[src/rtl/audio_mem_arbiter_pkg.sv]
// Shared constants and types for the audio sample memory arbiter.
package audio_mem_pkg;

    localparam int ADDR_W = 23;
    localparam int DATA_W = 16;

    // Requester indices into the req_*/resp_* vectors
    localparam int REQ_RECORD = 0;
    localparam int REQ_PLAY   = 1;
    localparam int REQ_MIX    = 2;
    localparam int REQ_PITCH  = 3;

    typedef enum logic [1:0] {
        IDLE  = 2'd0,
        ISSUE = 2'd1,
        RESP  = 2'd2
    } arb_state_t;

endpackage

[src/rtl/audio_mem_arbiter_rr_picker.sv]
// Round-robin picker: the first valid index strictly after last_grant, wrapping.
module rr_picker #(
    parameter int NUM_REQ = 4,
    parameter int IDX_W   = (NUM_REQ > 1) ? $clog2(NUM_REQ) : 1
) (
    input  logic [NUM_REQ-1:0] valid_i,
    input  logic [IDX_W-1:0]   last_grant_i,
    output logic [IDX_W-1:0]   win_o,
    output logic               found_o
);
    import audio_mem_pkg::*;

    // Scan from the farthest slot back to the nearest, so the nearest valid wins
    always_comb begin
        int idx;
        idx     = 0;
        found_o = 1'b0;
        win_o   = '0;
        for (int k = NUM_REQ; k >= 1; k--) begin
            idx = (int'(last_grant_i) + k) % NUM_REQ;
            if (valid_i[IDX_W'(idx)]) begin
                found_o = 1'b1;
                win_o   = IDX_W'(idx);
            end
        end
    end

endmodule

[src/rtl/audio_mem_arbiter.sv]
// Arbiter sharing one external sample memory between record, play, mix and pitch.
// One access in flight; record can pre-empt round-robin; accesses time out.
module audio_mem_arbiter #(
    parameter int NUM_REQ   = 4,
    parameter int ADDR_W    = audio_mem_pkg::ADDR_W,
    parameter int DATA_W    = audio_mem_pkg::DATA_W,
    parameter bit PRIO_REQ0 = 1'b1,
    parameter int TIMEOUT   = 255,
    parameter int IDX_W     = (NUM_REQ > 1) ? $clog2(NUM_REQ) : 1
) (
    input  logic                             i_clk,
    input  logic                             i_rst,
    input  logic [NUM_REQ-1:0]               req_valid,
    input  logic [NUM_REQ-1:0]               req_we,
    input  logic [NUM_REQ-1:0][ADDR_W-1:0]   req_addr,
    input  logic [NUM_REQ-1:0][DATA_W-1:0]   req_wdata,
    output logic [NUM_REQ-1:0]               req_ready,
    output logic [NUM_REQ-1:0]               resp_valid,
    output logic [DATA_W-1:0]                resp_rdata,
    output logic                             resp_err,
    output logic                             mem_req,
    output logic                             mem_we,
    output logic [ADDR_W-1:0]                mem_addr,
    output logic [DATA_W-1:0]                mem_wdata,
    input  logic                             mem_ack,
    input  logic [DATA_W-1:0]                mem_rdata,
    output logic                             busy,
    output logic [IDX_W-1:0]                 grant_id
);
    import audio_mem_pkg::*;

    localparam int CNT_W = $clog2(TIMEOUT + 1);
    localparam logic [CNT_W-1:0] CNT_MAX = CNT_W'(TIMEOUT);

    arb_state_t          state_q, state_d;
    logic [IDX_W-1:0]    last_q, last_d;
    logic [IDX_W-1:0]    grant_q, grant_d;
    logic [CNT_W-1:0]    cnt_q, cnt_d;
    logic [CNT_W-1:0]    cnt_inc;
    logic                mem_req_q, mem_req_d;
    logic                mem_we_q, mem_we_d;
    logic [ADDR_W-1:0]   mem_addr_q, mem_addr_d;
    logic [DATA_W-1:0]   mem_wdata_q, mem_wdata_d;
    logic [NUM_REQ-1:0]  req_ready_q, req_ready_d;
    logic [NUM_REQ-1:0]  resp_valid_q, resp_valid_d;
    logic [DATA_W-1:0]   resp_rdata_q, resp_rdata_d;
    logic                resp_err_q, resp_err_d;
    logic                busy_q, busy_d;

    logic [IDX_W-1:0]    rr_win;
    logic                rr_found;
    logic [IDX_W-1:0]    win;

    rr_picker #(
        .NUM_REQ (NUM_REQ),
        .IDX_W   (IDX_W)
    ) u_rr_picker (
        .valid_i      (req_valid),
        .last_grant_i (last_q),
        .win_o        (rr_win),
        .found_o      (rr_found)
    );

    // Record override sits on top of the plain round-robin pick
    always_comb begin
        win = rr_win;
        if (PRIO_REQ0 && req_valid[0]) win = '0;
    end

    // Saturating access timer
    always_comb begin
        cnt_inc = (cnt_q == CNT_MAX) ? cnt_q : cnt_q + 1'b1;
    end

    // Next-state and registered-output logic
    always_comb begin
        state_d      = state_q;
        last_d       = last_q;
        grant_d      = grant_q;
        cnt_d        = cnt_q;
        mem_req_d    = mem_req_q;
        mem_we_d     = mem_we_q;
        mem_addr_d   = mem_addr_q;
        mem_wdata_d  = mem_wdata_q;
        req_ready_d  = '0;
        resp_valid_d = '0;
        resp_rdata_d = resp_rdata_q;
        resp_err_d   = resp_err_q;
        busy_d       = busy_q;

        case (state_q)
            IDLE: begin
                resp_err_d = 1'b0;
                if (rr_found) begin
                    grant_d          = win;
                    mem_req_d        = 1'b1;
                    mem_we_d         = req_we[win];
                    mem_addr_d       = req_addr[win];
                    mem_wdata_d      = req_wdata[win];
                    req_ready_d[win] = 1'b1;
                    busy_d           = 1'b1;
                    cnt_d            = '0;
                    state_d          = ISSUE;
                end
            end
            ISSUE: begin
                cnt_d = cnt_inc;
                if (mem_ack) begin
                    // An ack on the final timeout cycle still counts as success
                    mem_req_d              = 1'b0;
                    resp_err_d             = 1'b0;
                    resp_valid_d[grant_q]  = 1'b1;
                    if (!mem_we_q) resp_rdata_d = mem_rdata;
                    state_d                = RESP;
                end else if (cnt_inc == CNT_MAX) begin
                    mem_req_d              = 1'b0;
                    resp_err_d             = 1'b1;
                    resp_valid_d[grant_q]  = 1'b1;
                    state_d                = RESP;
                end
            end
            RESP: begin
                last_d     = grant_q;
                cnt_d      = '0;
                resp_err_d = 1'b0;
                busy_d     = 1'b0;
                state_d    = IDLE;
            end
            default: begin
                state_d = IDLE;
            end
        endcase
    end

    // State and output registers; reset drops everything, including mem_req, at once
    always_ff @(posedge i_clk or posedge i_rst) begin
        if (i_rst) begin
            state_q      <= IDLE;
            last_q       <= IDX_W'(NUM_REQ - 1);
            grant_q      <= '0;
            cnt_q        <= '0;
            mem_req_q    <= 1'b0;
            mem_we_q     <= 1'b0;
            mem_addr_q   <= '0;
            mem_wdata_q  <= '0;
            req_ready_q  <= '0;
            resp_valid_q <= '0;
            resp_rdata_q <= '0;
            resp_err_q   <= 1'b0;
            busy_q       <= 1'b0;
        end else begin
            state_q      <= state_d;
            last_q       <= last_d;
            grant_q      <= grant_d;
            cnt_q        <= cnt_d;
            mem_req_q    <= mem_req_d;
            mem_we_q     <= mem_we_d;
            mem_addr_q   <= mem_addr_d;
            mem_wdata_q  <= mem_wdata_d;
            req_ready_q  <= req_ready_d;
            resp_valid_q <= resp_valid_d;
            resp_rdata_q <= resp_rdata_d;
            resp_err_q   <= resp_err_d;
            busy_q       <= busy_d;
        end
    end

    assign req_ready  = req_ready_q;
    assign resp_valid = resp_valid_q;
    assign resp_rdata = resp_rdata_q;
    assign resp_err   = resp_err_q;
    assign mem_req    = mem_req_q;
    assign mem_we     = mem_we_q;
    assign mem_addr   = mem_addr_q;
    assign mem_wdata  = mem_wdata_q;
    assign busy       = busy_q;
    assign grant_id   = grant_q;

endmodule
[config.mk]
export PLATFORM = sky130hd
export DESIGN_NAME = audio_mem_arbiter
export DESIGN_NICKNAME = d
export VERILOG_FILES = /design/src/rtl/audio_mem_arbiter_pkg.sv /design/src/rtl/audio_mem_arbiter_rr_picker.sv /design/src/rtl/audio_mem_arbiter.sv
export SDC_FILE = /design/constraint.sdc
export NUM_CORES = 1
export LEC_CHECK = 0
export ABC_AREA = 1
export CAP_MARGIN = 0
export CORE_ASPECT_RATIO = 1.75
export CORE_UTILIZATION = 40
export DETAILED_ROUTE_END_ITERATION = 10
export GPL_TIMING_DRIVEN = 1
export PLACE_DENSITY_LB_ADDON = 0.12
export SLEW_MARGIN = 20
export SYNTH_ARGS = -nofsm -noshare
export SYNTH_HDL_FRONTEND = slang
export SYNTH_SLANG_ARGS = --single-unit
[constraint.sdc]
create_clock -name i_clk -period 5.59 [get_ports i_clk]
set_input_delay 1.118 -clock i_clk [delete_from_list [all_inputs] [get_ports i_clk]]
set_output_delay 1.118 -clock i_clk [all_outputs]
set_load 0.01 [all_outputs]
==> results by stage <==
Status:
- The run finished with clean final reports.

Logic synthesis:
- The netlist area before placement is between 5000 and 6000 sq um.
- The sequential area share after synthesis is 39.18%.
- The distinct cell type count after synthesis is 28.
- The top-area cell type share of the netlist area is 38.16%.
- A synthesized cell averages 6.650 sq um.
- During synthesis, Yosys emitted a total of 0 warnings.
- After synthesis, the cell types taking the most area are sky130_fd_sc_hd__dfrtp_1, sky130_fd_sc_hd__nand2_1, sky130_fd_sc_hd__nand4_1.
- The leading area contributor after synthesis is sky130_fd_sc_hd__dfrtp_1.
- After technology mapping, the gate count stands at 779.
- The number of nets handed over by synthesis was slightly below 1000.
- The post-synthesis sequential element count is 81.

Detailed routing:
- The first detailed-routing pass took 5 iterations.
- The total detailed-routing wirelength is 16.76 mm.
- The detailed-route via count is just under 6000.
- After detailed routing, the average wire length per cell comes to 14.35 um.
- In this run the remaining antenna-violating nets after routing total 0.
- For this block, the initial DRC count from the detailed router was 285.
- In the routed layout, each cell is associated on average with a via count of 4.974.
- In the routed design, unresolved DRC markers number 0.

Setup path:
- The critical path is of the input port to register type.
- The highest net fanout along the worst path is 42.
- The worst path arrival time is 4.01 ns.
- In this run the worst setup path begins at req_valid[0].
- The reg2reg setup slack is ~2.9 ns.
- The number of cells on the worst reg-to-reg path is 11.
- The startpoint identified for the worst register-to-register timing path is last_q[0].
- STA puts the critical path data required time at 5.82 ns.
- The type of element capturing the critical path is a register.
- The endpoint identified for the worst register-to-register timing path is req_ready[2].
- The worst setup path is launched from an input port.

Finish:
- For this run, the post-layout net count is between 1000 and 1500.
- The share of final-layout standard cells stronger than drive strength 1 is 5.800%.
- The final antenna diode count is 0.
- The utilization after layout is a little under two thirds.
- The growth of design area from synthesis to finish is 54.23%.

Timing:
- Based on the critical path, the design can be clocked at up to 264.6 MHz.
- On the final layout, the worst clock skew is 0.006649 ns.
- The headroom to the max-slew limit is 42.15%.
- Setup violations remaining at the end of the flow were counted as 0.
- The number of pins with negative max-slew slack in the final report is 0.
- After routing, the total negative slack on setup checks comes to 0 ns.
- Setup repair after global routing left no endpoint under its margin.
- The routed design could run at a clock period as short as about 3.8 ns.
- The slew at the pin closest to its max-slew limit is 0.8677 ns.
- The number of failing hold endpoints at the final stage is 0.
- The final clock period utilization by the worst path is between 60 and 70%.

Clock tree:
- The maximum clock path buffer count is 2.
- The clock-pin slew on the worst setup and hold paths is roughly 0.06 ns.
- The source-to-sink clock delay at the later pin of the worst-skew pair is about 0.33 ns.
- The clock tree from TritonCTS is yes.
- The maximum level of the CTS H-tree is 3.
- The hold buffer count at CTS is 0.
- The number of buffers added for setup after CTS is 0.
- For this design, the sink count on the clock tree is just over 80.
- The cell sitting at the root of the clock tree is a sky130_fd_sc_hd__clkbuf_16.
- The total clock buffers created by CTS is 9.
- In this run, post-CTS repair resized a total of 0 instances.

Floorplan:
- The die extent in x is approximately 88 um.
- The floorplan has 54 rows.
- The effective utilization at floorplan is 41.22%.
- The standard cell core area is between 10000 and 15000 sq um.
- The vertical die dimension is 152.5 um.
- The number of primary I/O pins is about 250.
- The die area is 13430 sq um.

Pwr:
- In this run the power density over the cells is roughly 480 nW/um^2.
- The worst-case IR drop observed on VDD is 0.0003578 V.
- The leakage dissipation is 3.935 nW.
- The total power after layout is 3.830 mW.

GRT:
- The total global routing overflow is 0.
- The initial antenna violation count is 0.
- The via count of the first global-routing pass is roughly 5500.
- The largest net degree at the start of global routing is 84.
- The wire length of the first global-routing pass is 26.39 mm.
- Across every metal layer, demand over resource in global routing totals 25.11%.

Placed design:
- The congestion estimate from routability-driven global placement came to 0.8117.
- Buffers placed on the I/O ports in this run total between 200 and 300.
- The detailed placer's ending HPWL is 11.80 mm.

Min path:
- The min-delay analysis places its worst path in the category register to register.
- Counting instances, the worst hold path has a depth of 2.
- The worst hold path terminates at mem_addr[14].
- In this run the most critical hold path is launched from mem_addr[14].

Job:
- The count of maximum capacitance violations is 0.
-- per-layer routing --
layer  wire, um  global-route usage [%]  share of wire, %
met2       8985                   45.07                54
met1       6285                   28.70                38
met4        523                   9.908               3.1
met5          0                       0                 0
met3        961                   4.334               5.7
-- where the power goes --
group | internal (mW) | switching, mW | leakage [nW]
registers | 0.841 | 0.155 | 1.01
clock network | 0.350 | 0.240 | 0.139
logic | 0.945 | 1.30 | 2.78
total | 2.14 | 1.69 | 3.93
-- Yosys cell counts (all sizes together) --
library cell and instances:
mux2 16, ha 1, nand4 81, dfstp 2, nor2 14, o21ai 17, dfrtp 79, o211ai 1
nand2 453, nor3 8, a31oi 1, inv 29, buf 23, nand3 19, xnor2 1, or2 2
clkbuf 30, a21oi 1, xor2 1
-- critical path, stage by stage --
cell and delay (ns):
sky130_fd_sc_hd__clkdlybuf4s50_1 0.44, sky130_fd_sc_hd__inv_2 0.58, sky130_fd_sc_hd__nand2_1 0.15, sky130_fd_sc_hd__nand3_1 0.12, sky130_fd_sc_hd__nand3_1 0.08, sky130_fd_sc_hd__nand3_1 0.08, sky130_fd_sc_hd__nand3_2 0.06, sky130_fd_sc_hd__buf_4 0.31
sky130_fd_sc_hd__inv_2 0.63, sky130_fd_sc_hd__nand2_1 0.17, sky130_fd_sc_hd__a31oi_1 0.21
-- cell type report --
class	count	area, sq um
clock inverters	7	78.83
repair buffers	258	2565
clock buffers	9	225.2
flip-flops and latches	81	2029
multi-input cells	616	2768
inverters	29	112.6
fillers	1188	4578
well taps	168	210.2
-- cells by family (layout without fill, tap and decap cells) --
logic type / count (synthesis) / in the layout / synth area share [%]
muxes: 16 / 16 / 3.478
AOI/OAI and AO/OA: 20 / 20 / 2.077
adders and majority gates: 1 / 1 / 0.2415
and+or+nand+nor: 577 / 577 / 47.05
xor gates and xnor gates: 2 / 2 / 0.3382
DFF: 81 / 81 / 39.18
buffers and inverters: 82 / 303 / 7.633
-- stage by stage --
step / hold WS [ns] / setup slack, ns / std cells / cell area [sq um]
final: 0.4781 / 1.810 / 1168 / 7989
after global routing: 0.4988 / 1.526 / 1168 / 7989
after CTS: 0.4810 / 1.852 / 1168 / 7989
after detailed placement: 0.4643 / 1.512 / 1152 / 7685
after global placement: 0.4609 / 1.588 / 1152 / 7685
after floorplan: 0.5127 / 2.395 / 779 / 5180
-- state kept, by name (all words and copies together), names as in the netlist, 4 cells and up --
register	count
mem_addr	23
cnt_q	8
req_ready	4
resp_valid	4
mem_wdata	16
resp_rdata	16
-- layout by cell type, fill, tap and decap left out, drive strengths merged --
cell	Yosys	final
a31oi	1	1
nand4	81	81
nand2	453	453
o21ai	17	17
dfstp	2	2
nor2	14	14
nor3	8	8
clkbuf	30	9
ha	1	1
clkinv	0	2
or2	2	2
bufinv	0	1
clkinvlp	0	3
mux2	16	16
buf	23	7
xnor2	1	1
nand3	19	19
a21oi	1	1
dfrtp	79	79
xor2	1	1
inv	29	30
clkdlybuf4s50	0	251
o211ai	1	1
-- worst max-delay path by stage --
stage,end,depth (start not counted)
2_1_floorplan,busy,1
3_3_place_gp,req_ready[2],11
3_5_place_dp,req_ready[2],11
4_1_cts,req_ready[2],11
5_1_grt,req_ready[2],11
6_report,req_ready[2],11
(Power assumes the default switching activity.)
==> RTL edit 1: new RTL, same flow settings <==
`mem_addr_q`, `mem_wdata_q` and `resp_rdata_q` no longer have a reset.
--- a/src/rtl/audio_mem_arbiter.sv
+++ b/src/rtl/audio_mem_arbiter.sv
@@ -143,7 +143,4 @@
             mem_we_q     <= 1'b0;
-            mem_addr_q   <= '0;
-            mem_wdata_q  <= '0;
             req_ready_q  <= '0;
             resp_valid_q <= '0;
-            resp_rdata_q <= '0;
             resp_err_q   <= 1'b0;
@@ -157,7 +154,4 @@
             mem_we_q     <= mem_we_d;
-            mem_addr_q   <= mem_addr_d;
-            mem_wdata_q  <= mem_wdata_d;
             req_ready_q  <= req_ready_d;
             resp_valid_q <= resp_valid_d;
-            resp_rdata_q <= resp_rdata_d;
             resp_err_q   <= resp_err_d;
@@ -165,2 +159,8 @@
         end
+    end
+
+    always_ff @(posedge i_clk) begin
+        mem_addr_q   <= mem_addr_d;
+        mem_wdata_q  <= mem_wdata_d;
+        resp_rdata_q <= resp_rdata_d;
     end
Behaviour: not the same (a bounded check fails within 4 cycles, from zero or initial values and one cycle with i_rst high).
==> RTL edit 1 against the unedited design <==
- utilization up 4.9 points
- sequential power rose by 11%
- sequential cell count stayed put
- maximum frequency shrank 6.7%
- hold slack better by 0.037 ns
- area after synthesis decreased by 18%
- routed wire length fell by 12%
- final area fell by 12%
- power decreased by 12%
- setup slack worse by 0.27 ns
- critical path type unchanged
- largest cell class is now buffers
- largest power group unchanged
==> RTL edit 1: results <==
export IMPL_wl_per_cell_um=17.4
export IMPL_p_int_uw=2000
export IMPL_grt_pass1_wl_um=22500
export IMPL_drive_above_1_share_pct=5.59
export IMPL_dp_hpwl_um=10800
export IMPL_finClkSkew_ns=0.00702
export IMPL_arrival_ns=4.25
export IMPL_synth_edf_count=55
export IMPL_ys_seq_area_share_pct=54.3
export IMPL_groute_usage_overall_pct=26.9
export IMPL_reg2regPathDepth=12
export IMPL_leakagePower_uw=0.00273
export IMPL_min_to="busy"
export IMPL_fillers=824
export IMPL_synth_common_cells="nand2_1 (138), nand4_1 (79), nand3_1 (56)"
export IMPL_gp_congestion=0.878
export IMPL_synth_area_leaders="edfxtp_1 (39%), dfrtp_1 (14%), nand2_1 (12%), nand4_1 (12%), nand3_1 (6.6%)"
export IMPL_syn_num_nets=661
export IMPL_syn_area_per_cell_um2=8.90
export IMPL_ir_drop_v=0.000358
export IMPL_min_from="busy"
export IMPL_dp_cells=827
export IMPL_status="finished clean"
export IMPL_post_place_ws_ns=1.21
export IMPL_synthArstFlopShare_pct=32.1
export IMPL_n_antenna_cell=0
export IMPL_r2r_setup_slack_ns=2.16
export IMPL_num_vias=4622
export IMPL_grt_start_max_net_pins=82
export IMPL_whs_ns=0.516
export IMPL_rr_endpoint="mem_addr[20]"
export IMPL_critPathMaxFanout=46
export IMPL_layout_nets=895
export IMPL_drt_iter0_markers=318
## RTL edit 1: cell count changes after synthesis, moves of 2 or more
cell	delta
mux2_2	-16
nand2_1	-312
nand2_2	+7
nand3_1	+39
dfrtp_1	-55
o21ai_1	-2
nand4_1	-2
edfxtp_1	+55
inv_1	+4
buf_6	-4
clkbuf_1	-21
## RTL edit 1: worst max path at each step
stage	cells past startpoint	slack, ns	endpoint
3_3_place_gp	13	1.43	mem_wdata[0]
2_1_floorplan	8	1.70	req_ready[2]
6_report	13	1.54	mem_addr[20]
5_1_grt	13	1.31	mem_wdata[4]
4_1_cts	13	1.56	mem_addr[2]
3_5_place_dp	13	1.21	mem_addr[20]
## RTL edit 1: cell type report
cell class | instances | share of cell area (%)
Timing Repair Buffer | 252 | 35.7
Multi-Input combinational cell | 333 | 23.5
Tap cell | 127 | 2.25
Clock inverter | 7 | 0.727
Inverter | 34 | 1.88
Clock buffer | 9 | 3.19
Sequential cell | 81 | 32.7
## RTL edit 1: logic make-up (layout without fill, tap and decap cells)
group	count (synthesis)	after routing	share of synthesized area, %
adders and majority gates	1	1	0.295
and+or+nand+nor	310	310	35.4
xor gates and xnor gates	2	2	0.413
AOI/OAI and AO/OA	20	20	2.54
buffers and inverters	63	302	7.02
DFF	81	81	54.3
## RTL edit 1: layer usage
metal  global-route usage (%)  wire length, um
met1                     27.8             4970
met2                     48.6             7970
met5                        0                0
met3                     6.47             1200
met4                     13.9              547
## RTL edit 1: worst max-delay path, cell delays in order
cell,delay (ns)
clkdlybuf4s50_1,0.52
inv_1,0.09
nand2_2,0.08
nand3_1,0.09
nand2_1,0.10
inv_2,0.04
nand2_2,0.08
nand2_2,0.07
nand2_4,0.39
nand2_4,0.46
nor2_4,0.87
nand2_1,0.13
nand4_1,0.14
## RTL edit 1: power by group through the flow
| stage | combinational [uW] | clock, uW | sequential (uW) |
|---|---|---|---|
| 6_report | 1730 | 553 | 1100 |
| 5_1_grt | 1890 | 586 | 1120 |
| 4_1_cts | 1740 | 563 | 1100 |
| 3_5_place_dp | 1730 | 0 | 1110 |
| 3_3_place_gp | 1670 | 0 | 1110 |
| 2_1_floorplan | 918 | 0 | 1200 |
## RTL edit 1: stage by stage
step | total power [uW] | area (um^2)
2_1_floorplan | 2110 | 4240
3_3_place_gp | 2780 | 6770
3_5_place_dp | 2840 | 6770
4_1_cts | 3400 | 7050
5_1_grt | 3590 | 7050
6_report | 3390 | 7050
==> RTL edit 2: new RTL, config.mk and constraints unchanged <==
Without the edit above. Change the parameter `TIMEOUT` from 255 to 510.
--- a/src/rtl/audio_mem_arbiter.sv
+++ b/src/rtl/audio_mem_arbiter.sv
@@ -7,3 +7,3 @@
     parameter bit PRIO_REQ0 = 1'b1,
-    parameter int TIMEOUT   = 255,
+    parameter int TIMEOUT   = 510,
     parameter int IDX_W     = (NUM_REQ > 1) ? $clog2(NUM_REQ) : 1
Check against the original RTL: no difference found for any inputs over 4 cycles, from zero or initial values and one cycle with i_rst high; that may be too few to reach the edited logic, so the function may still have changed.
==> RTL edit 2 against the unedited design <==
- final area down 2.2%
- clock skew grew 0.0019 ns
- final cell count decreased by 8.6%
- routed wire length is 2.4% higher
- area after synthesis fell by 4.0%
- via count is 2.0% lower
- setup slack lost 0.36 ns
- hold slack improved by 0.017 ns
- sequential share of layout area is 0.89 points higher
- combinational power rose by 4%
- sequential cell count up 1
- non-clock buffer count unchanged
- power grew 4.5%
- critical path type unchanged
- critical endpoint is now mem_wdata[11]
==> RTL edit 2: results <==
export IMPL_status="finished clean"
export IMPL_drt_wl_total_um=17200
export IMPL_clock_latency_ns=0.34
export IMPL_layout_nets=1082
export IMPL_clk_pin_slew_ns=0.06
export IMPL_drt_iter0_markers=271
export IMPL_leakagePower_uw=0.00335
export IMPL_groute_usage_overall_pct=26.7
export IMPL_synth_common_cells="nor2_1 (137), nand3_1 (130), nand2_1 (107)"
export IMPL_viasPerCell=5.34
export IMPL_reg2regPathDepth=14
export IMPL_grt_pass1_wl_um=26800
export IMPL_synthDistinctLibCells=28
export IMPL_arrival_ns=4.40
export IMPL_post_place_ws_ns=1.18
export IMPL_numPortBuffers=251
export IMPL_synthArstFlopShare_pct=100
export IMPL_ys_seq_area_share_pct=41.3
export IMPL_gp_congestion=0.885
export IMPL_synth_area_leaders="dfrtp_1 (40%), nand3_1 (13%), nor2_1 (10%), nand4_1 (10%), nand2_1 (8.1%)"
export IMPL_cts_buffer_depth=2
export IMPL_ir_drop_v=0.000341
export IMPL_critPathMaxFanout=81
export IMPL_drt_pass1_iter_count=6
export IMPL_dp_hpwl_um=12400
export IMPL_n_antenna_cell=0
export IMPL_cts_max_level=3
export IMPL_finClkSkew_ns=0.00858
export IMPL_relSlewSlack_pct=34.5
export IMPL_syn_num_nets=863
export IMPL_first_global_vias=5538
export IMPL_drive_above_1_share_pct=5.99
export IMPL_largest_reg_flops=23
export IMPL_antenna_found_initial=0
export IMPL_grt_start_max_net_pins=82
RTL edit 2: cell types whose count changed in the layout (fill, tap and decap cells not counted), moves of 2 or more:
| cell | delta |
|---|---|
| clkinv_2 | +2 |
| nand2_1 | -343 |
| nand3_1 | +114 |
| or2_2 | -2 |
| o21ai_1 | -2 |
| nor2_1 | +123 |
| clkinvlp_4 | -3 |
| nor3_1 | -3 |
| inv_2 | -2 |
| o22ai_1 | +3 |
| inv_1 | +7 |
| nand2_2 | +3 |
| a21oi_1 | +2 |
RTL edit 2: per-stage QoR:
stage | total power, uW | instance area [um^2] | cells | hold WS (ns)
2_1_floorplan | 2510 | 4970 | 678 | 0.509
3_3_place_gp | 3320 | 7500 | 1051 | 0.473
3_5_place_dp | 3370 | 7500 | 1051 | 0.476
4_1_cts | 4020 | 7820 | 1067 | 0.491
5_1_grt | 4330 | 7820 | 1067 | 0.527
6_report | 4000 | 7820 | 1067 | 0.495
RTL edit 2: final cells by class:
class                   instances  area, um^2
fillers                      1043        4250
repair buffers                258        2580
multi-input cells             512        2530
flip-flops and latches         82        2050
clock buffers                  10         229
well taps                     165         206
inverters                      34         129
clock inverters                 6        87.6
RTL edit 2: logic make-up after synthesis:
group	synth area share, %
and+or+nand+nor	43.4
xor gates and xnor gates	0.352
adders and majority gates	0.503
DFF	41.3
AOI/OAI and AO/OA	2.89
buffers and inverters	7.95
muxes	3.62
RTL edit 2: where the power goes:
group          total [uW]  internal (uW)  switching [uW]
logic                2350            987            1360
registers            1020            863             156
clock network         636            393             243
RTL edit 2: path summary, 6_finish.rpt:
path | endpoint | slack (ns) | start
max in group asynchronous | last_q[0] | 3.29 | i_rst
min reg2reg | mem_req | 0.50 | mem_req
min in group asynchronous | resp_rdata[6] | 1.28 | i_rst
max reg2reg | mem_wdata[14] | 2.49 | last_q[0]
min | mem_req | 0.50 | mem_req
max | mem_wdata[11] | 1.45 | req_valid[0]
RTL edit 2: routing by layer:
layer | GRT usage (%) | wire [um]
met3 | 6.29 | 1320
met5 | 0 | 0
met4 | 14.4 | 783
met1 | 30.0 | 6450
met2 | 46.2 | 8610
RTL edit 2: worst max-delay path, cell delays in order:
cell and delay, ns:
clkdlybuf4s50_1 0.44, inv_2 0.06, buf_4 0.42, nand2_1 0.14
nand3_1 0.11, nand2_1 0.06, inv_1 0.05, nand2_1 0.07
nand2_1 0.07, nand2_2 0.46, nand2_2 0.23, buf_4 0.65
nand3_1 0.16, nand3_1 0.18, nor2_1 0.05, nor2_1 0.07
